<file path="src/rtl/ifetch_if.sv">
// Fetch-stage bundle: instruction-memory request/response, execute redirect and decode handshake.
// Signal names keep the fetch stage's i_/o_ view; the master modport is the fetch stage itself.
interface ifetch_if;
    logic        o_imem_valid;
    logic [31:0] o_imem_addr;
    logic        i_imem_ready;
    logic        i_imem_rvalid;
    logic [31:0] i_imem_rdata;
    logic        i_redirect;
    logic [31:0] i_redirect_pc;
    logic        o_valid;
    logic        i_ready;
    logic [31:0] o_inst;
    logic [6:0]  o_opcode;
    logic [31:0] o_pc;
    logic        o_fault;

    modport master (
        output o_imem_valid, o_imem_addr,
        input  i_imem_ready, i_imem_rvalid, i_imem_rdata,
        input  i_redirect, i_redirect_pc,
        output o_valid, o_inst, o_opcode, o_pc, o_fault,
        input  i_ready
    );

    modport slave (
        input  o_imem_valid, o_imem_addr,
        output i_imem_ready, i_imem_rvalid, i_imem_rdata,
        output i_redirect, i_redirect_pc,
        input  o_valid, o_inst, o_opcode, o_pc, o_fault,
        output i_ready
    );
endinterface

</file>
<file path="src/rtl/ifetch.sv">
// RV32I fetch stage: one outstanding word read, registered output to decode, redirect with stale-response drain.
// Define IFETCH_ALIGN_CHECK_EN to trap misaligned redirect targets in S_FAULT instead of truncating them.
module ifetch #(
    parameter logic [31:0] RESET_PC = 32'h0000_0000
) (
    input logic      i_clk,
    input logic      i_rst,
    ifetch_if.master bus
);
    localparam logic [31:0] NOP = 32'h0000_0013;

    typedef enum logic [2:0] {
        S_IDLE,
        S_REQ,
        S_RESP,
        S_DRAIN
`ifdef IFETCH_ALIGN_CHECK_EN
        , S_FAULT
`endif
    } state_t;

    state_t      state;
    logic [31:0] pc;
    logic [31:0] inst_q;
    logic [31:0] pc_q;
    logic        valid_q;
    logic        imem_req;
    logic        hs;
    logic        accept;
    logic        drain_next;
    logic [31:0] redir_pc;

    // Hold off the request while decode is stalled on a full output register.
    assign imem_req   = (state == S_REQ) && (!valid_q || bus.i_ready);
    assign hs         = imem_req && bus.i_imem_ready;
    assign accept     = valid_q && bus.i_ready;
    // A redirect must wait out a response that is (or is about to be) outstanding.
    assign drain_next = ((state == S_REQ) && hs) ||
                        (((state == S_RESP) || (state == S_DRAIN)) && !bus.i_imem_rvalid);

`ifdef IFETCH_ALIGN_CHECK_EN
    logic fault_q;
    logic fault_pend;
    logic bad_target;

    assign bad_target  = |bus.i_redirect_pc[1:0];
    assign redir_pc    = bus.i_redirect_pc;
    assign bus.o_fault = fault_q;
`else
    assign redir_pc    = {bus.i_redirect_pc[31:2], 2'b00};
    assign bus.o_fault = 1'b0;
`endif

    always_ff @(posedge i_clk or posedge i_rst) begin
        if (i_rst) begin
            state   <= S_IDLE;
            pc      <= RESET_PC;
            valid_q <= 1'b0;
            inst_q  <= '0;
            pc_q    <= '0;
`ifdef IFETCH_ALIGN_CHECK_EN
            fault_q    <= 1'b0;
            fault_pend <= 1'b0;
`endif
        end else if (bus.i_redirect) begin
            valid_q <= 1'b0;
            pc      <= redir_pc;
`ifdef IFETCH_ALIGN_CHECK_EN
            fault_q    <= 1'b0;
            fault_pend <= bad_target;
`endif
            if (drain_next)
                state <= S_DRAIN;
`ifdef IFETCH_ALIGN_CHECK_EN
            else if (bad_target) begin
                state   <= S_FAULT;
                valid_q <= 1'b1;
                fault_q <= 1'b1;
                pc_q    <= bus.i_redirect_pc;
                inst_q  <= NOP;
            end
`endif
            else
                state <= S_REQ;
        end else begin
            if (accept)
                valid_q <= 1'b0;
            case (state)
                S_IDLE: state <= S_REQ;
                S_REQ: begin
                    if (hs)
                        state <= S_RESP;
                end
                S_RESP: begin
                    if (bus.i_imem_rvalid) begin
                        inst_q  <= bus.i_imem_rdata;
                        pc_q    <= pc;
                        valid_q <= 1'b1;
                        pc      <= pc + 32'd4;
                        state   <= S_REQ;
                    end
                end
                S_DRAIN: begin
                    if (bus.i_imem_rvalid) begin
`ifdef IFETCH_ALIGN_CHECK_EN
                        if (fault_pend) begin
                            state   <= S_FAULT;
                            valid_q <= 1'b1;
                            fault_q <= 1'b1;
                            pc_q    <= pc;
                            inst_q  <= NOP;
                        end else begin
                            state <= S_REQ;
                        end
`else
                        state <= S_REQ;
`endif
                    end
                end
`ifdef IFETCH_ALIGN_CHECK_EN
                // Fault outputs persist until a redirect, even if decode consumes them.
                S_FAULT: valid_q <= 1'b1;
`endif
                default: state <= S_IDLE;
            endcase
        end
    end

    assign bus.o_imem_valid = imem_req;
    assign bus.o_imem_addr  = pc;
    assign bus.o_valid      = valid_q;
    assign bus.o_inst       = inst_q;
    assign bus.o_opcode     = inst_q[6:0];
    assign bus.o_pc         = pc_q;
endmodule

</file>
<file path="src/flat_wrapper.sv">
// flat-port wrapper written by rule: the top's interface ports become plain ports
module ifetch_flat 
#(
    parameter logic [31:0] RESET_PC = 32'h0000_0000
)
  (i_clk, i_rst, bus_o_imem_valid, bus_o_imem_addr, bus_i_imem_ready, bus_i_imem_rvalid, bus_i_imem_rdata, bus_i_redirect, bus_i_redirect_pc, bus_o_valid, bus_o_inst, bus_o_opcode, bus_o_pc, bus_o_fault, bus_i_ready);
  ifetch_if bus_i ();
  input logic i_clk;
  input logic i_rst;
  output wire logic [$bits(bus_i.o_imem_valid)-1:0] bus_o_imem_valid;
  output wire logic [$bits(bus_i.o_imem_addr)-1:0] bus_o_imem_addr;
  input wire logic [$bits(bus_i.i_imem_ready)-1:0] bus_i_imem_ready;
  input wire logic [$bits(bus_i.i_imem_rvalid)-1:0] bus_i_imem_rvalid;
  input wire logic [$bits(bus_i.i_imem_rdata)-1:0] bus_i_imem_rdata;
  input wire logic [$bits(bus_i.i_redirect)-1:0] bus_i_redirect;
  input wire logic [$bits(bus_i.i_redirect_pc)-1:0] bus_i_redirect_pc;
  output wire logic [$bits(bus_i.o_valid)-1:0] bus_o_valid;
  output wire logic [$bits(bus_i.o_inst)-1:0] bus_o_inst;
  output wire logic [$bits(bus_i.o_opcode)-1:0] bus_o_opcode;
  output wire logic [$bits(bus_i.o_pc)-1:0] bus_o_pc;
  output wire logic [$bits(bus_i.o_fault)-1:0] bus_o_fault;
  input wire logic [$bits(bus_i.i_ready)-1:0] bus_i_ready;
  assign bus_o_imem_valid = bus_i.o_imem_valid;
  assign bus_o_imem_addr = bus_i.o_imem_addr;
  assign bus_i.i_imem_ready = bus_i_imem_ready;
  assign bus_i.i_imem_rvalid = bus_i_imem_rvalid;
  assign bus_i.i_imem_rdata = bus_i_imem_rdata;
  assign bus_i.i_redirect = bus_i_redirect;
  assign bus_i.i_redirect_pc = bus_i_redirect_pc;
  assign bus_o_valid = bus_i.o_valid;
  assign bus_o_inst = bus_i.o_inst;
  assign bus_o_opcode = bus_i.o_opcode;
  assign bus_o_pc = bus_i.o_pc;
  assign bus_o_fault = bus_i.o_fault;
  assign bus_i.i_ready = bus_i_ready;
  ifetch #(.RESET_PC(RESET_PC)) u_core (.i_clk(i_clk), .i_rst(i_rst), .bus(bus_i));
endmodule
</file>
<file path="config.mk">
export PLATFORM = sky130hd
export DESIGN_NAME = ifetch_flat
export DESIGN_NICKNAME = d
export VERILOG_FILES = /design/src/rtl/ifetch_if.sv /design/src/rtl/ifetch.sv /design/src/flat_wrapper.sv
export SDC_FILE = /design/constraint.sdc
export NUM_CORES = 1
export LEC_CHECK = 0
export BUFFER_PORTS_ARGS = -buffer_cell sky130_fd_sc_hd__buf_2
export CELL_PAD_IN_SITES_DETAIL_PLACEMENT = 1
export CELL_PAD_IN_SITES_GLOBAL_PLACEMENT = 1
export CORE_UTILIZATION = 33
export DETAILED_ROUTE_END_ITERATION = 10
export GPL_TIMING_DRIVEN = 0
export PLACE_DENSITY = 0.75
export SLEW_MARGIN = 0
export SYNTH_ARGS = -nofsm -noshare
export SYNTH_HDL_FRONTEND = slang
export SYNTH_SLANG_ARGS = --single-unit
</file>
<file path="constraint.sdc">
create_clock -name i_clk -period 3.45 [get_ports i_clk]
set_clock_uncertainty 0.2 [all_clocks]
set_input_delay 0.8625 -clock i_clk [delete_from_list [all_inputs] [get_ports i_clk]]
set_output_delay 0.8625 -clock i_clk [all_outputs]
set_load 0.1 [all_outputs]
</file>
==> summary.md <==
| Metric | Value |
|---|---|
| Worst endpoint data arrival time | 1.63 ns |
| Post-synth top area cell | dfrtp_1 |
| Clock Tree Buf Depth | 2 |
| Synth Area in Compound Gates | 3.65% |
| Synth area leaders | dfrtp_1, mux2_2, xor2_1 |
| Total number of vias | 3197 |
| GPL Wtd Cong | 0.722 |
| Ratio of total power to cell area | 1050 nW/um^2 |
| Initial antenna violation count | 0 |
| Adder-Cell Fraction of Synth Area | 0.299% |
| DR vias/cell | 4.59 |
| Global-route wire length before repair | 17.0 mm |
| CTS Buf Count | 9 |
| Clk_lat worst skew | 0.34 ns |
| H-tree Lvls | 3 |
| Die H | 115 um |
| Syn_area_per_cell | 12.3 um^2 |
| Hold path depth | 1 |
| Syn Std Cell Area | 4190 um^2 |
| Crit path required time | 2.39 ns |
| Worst reg2reg path startpoint | u_core.state[0]$_DFFE_PP0P_ |
| XOR/XNOR Fraction of Synth Area | 5.86% |
| M3 GR Usage | 4.08% |
| Slew margin rel. | 40.6% |
| Io pins | 176 |
| Min Clock Period, post-route | 2.69 ns |
| Simple-Gate Fraction of Synth Area | 11.5% |
| Largest family of logic cells by synthesized area | multiplexers |
| Post-route ant nets | 0 |
| Final TNS setup | 0 ns |
| Met1 Usage GRT | 21.3% |
| Worst VDD drop | 529 uV |
| Residual DRC count | 0 |
| GRT Overall Usage | 17.1% |
| Initial DRC Count | 58 |
| GR Util met2 | 28.7% |
| Pre-CTS setup slack | 0.411 ns |
| Ys flop type | dfrtp_1 |
| Setup slack after layout | 0.757 ns |
| DIE WIDTH | 115 um |
| Startpoint types | input pin |
| Die ar. | 13100 um^2 |
| Crit-path max FO | 2 |
| Fin Hold WS | 0.282 ns |
| Crit path capture type | output port |
| Seq cells post-synth | 95 |
| Max frequency | 371 MHz |
| # diodes | 0 |
| RSZ-0062 raised after global routing | false |
| Drt pass-1 iters | 4 |
| Worst-Margin Slew | 0.883 ns |
| Post-CTS Setup Inserts | 0 |
| Yosys warnings | 0 |
| Core ar. | 12200 um^2 |
| Crit path from | bus_i_ready |
| Worst Hold Class | register to register |
| Clock sinks | 95 |
| Final period util | 78.1% |
| Layout cells sized above 1 | 50.3% |
| Post-synth EDFFs | 0 |
| Critical path class | input pin to output port |
| Synth async-reset ratio | 100% |
| # setup viols final | 0 |
| Area grow syn2layout | 34.0% |
| Post-cts gate resize count | 0 |
| HPWL Detailed | 8.05 mm |
| R2R depth | 4 |
| Syn Inst Count | 341 |
| HP Start | u_core.bus.o_inst[25]$_DFFE_PP0P_ |
| Leakage | 2.85 nW |
| # Max-Cap Violations | 0 |
| Initial core utilization | 34.3% |
| Reg clk slew, reported paths | 0.06 ns |
| Fin. max-slew vios | 0 |
| Crit Reg-Reg Endpoint | u_core.bus.o_pc[20]$_DFFE_PP0P_ |
| Final Hold Viols | 0 |
| Post-synthesis mux area share | 17.5% |
| Final WL | 10.6 mm |
| Total gr overflow | 0 |
| Nets@finish | 596 |
| Vias in the first global route | 3368 |
| Clock Tree Root | clkbuf_16 |
| TritonCTS clock tree | yes |
| Largest net degree at the start of global routing | 44 |
| Synth top area share | 56.8% |
| Synth unique cells | 33 |
| Register area share after synthesis | 56.8% |
| Input/output buffers | 167 |
| Rows | 40 |
| Status | finished, final reports clean |
| Hold Crit Endpoint | u_core.bus.o_inst[25]$_DFFE_PP0P_ |
| R2r setup slk | 0.97 ns |
| Routed len/inst | 15.3 um |
| Hold_buf cts | 0 |
| Gr busiest metal | met2 |
## state kept, by name, summed over array words and instances (netlist names)
signal,cells
u_core.state,2
u_core.bus.o_pc,30
u_core.bus.o_imem_addr,30
u_core.bus.o_inst,32
u_core.bus.o_valid,1
## synthesized netlist by cell type (2+ instances only)
master     n
nor3_1     3
nand4_1   14
and3_1     4
mux2_1     9
xnor2_1    9
o21ai_1   13
xor2_1    19
inv_1      3
buf_2      8
nor2_1     7
and2_1     3
dfrtp_1   95
o21ai_0   16
clkbuf_1   7
mux2_2    55
and4_1     2
or4_1      2
nand2_1   39
nand3_1    5
buf_4     14
nor2b_1    2
## cell families after synthesis
kind of cell | after synthesis
other cells | 1
compound gates | 30
simple gates | 89
fa+ha+maj | 1
mux | 65
buf+inv | 32
xor+xnor | 28
flops | 95
## layout by cell type (no fill, tap or decap), types with 3 or more instances in the layout
cell,instances
buf_2,175
o21ai_0,16
nor3_1,3
clkbuf_16,9
nand3_1,5
nor2_1,7
nand2_1,39
mux2_1,9
and2_1,3
mux2_2,55
xnor2_1,9
dfrtp_1,95
buf_4,14
xor2_1,19
and3_1,4
conb_1,5
nand4_1,14
o21ai_1,13
clkbuf_1,8
## worst max-delay path by stage
stage / to / depth (start not counted)
floorplan: bus_o_imem_valid / 2
global placement: u_core.bus.o_inst[15]$_DFFE_PP0P_ / 5
detailed placement: u_core.bus.o_pc[20]$_DFFE_PP0P_ / 5
CTS: bus_o_imem_valid / 4
global route: u_core.bus.o_pc[20]$_DFFE_PP0P_ / 5
finish: bus_o_imem_valid / 4
## cell type report
type	count	area, um^2
multi-input cells	218	1650
plain buffers	29	171
well taps	168	210
inverters	3	15.0
repair buffers	169	876
fillers	1419	6600
clock inverters	4	70.1
clock buffers	11	243
flip-flops and latches	95	2380
## report_power, final
part	internal (mW)	switching [mW]	leakage (nW)
combinational	0.506	2.75	1.49
clock	0.648	0.406	0.155
sequential	1.41	0.180	1.21
## worst max-delay path, cell delays in order
cell,delay [ns]
buf_2,0.08
nor2b_1,0.05
nor3b_2,0.18
buf_2,0.45
## per-stage QoR
stage	area, um^2	power (mW)	instances	util, %
after global routing	5610	6.11	697	45.9
after floorplan	4210	4.39	345	-
after global placement	5260	4.84	680	43.0
after CTS	5610	5.96	697	45.9
after detailed placement	5300	4.89	682	43.4
final	5610	5.90	697	45.9
## metal layers
layer	part of all wire, %	vias to the layer above	wire (um)
met2	49	110	5180
met1	43	1553	4620
li1	-	1522	-
met3	6.5	12	688
met5	0	-	0
met4	1.3	0	143
Note: power is estimated with default switching activity, not from simulation.
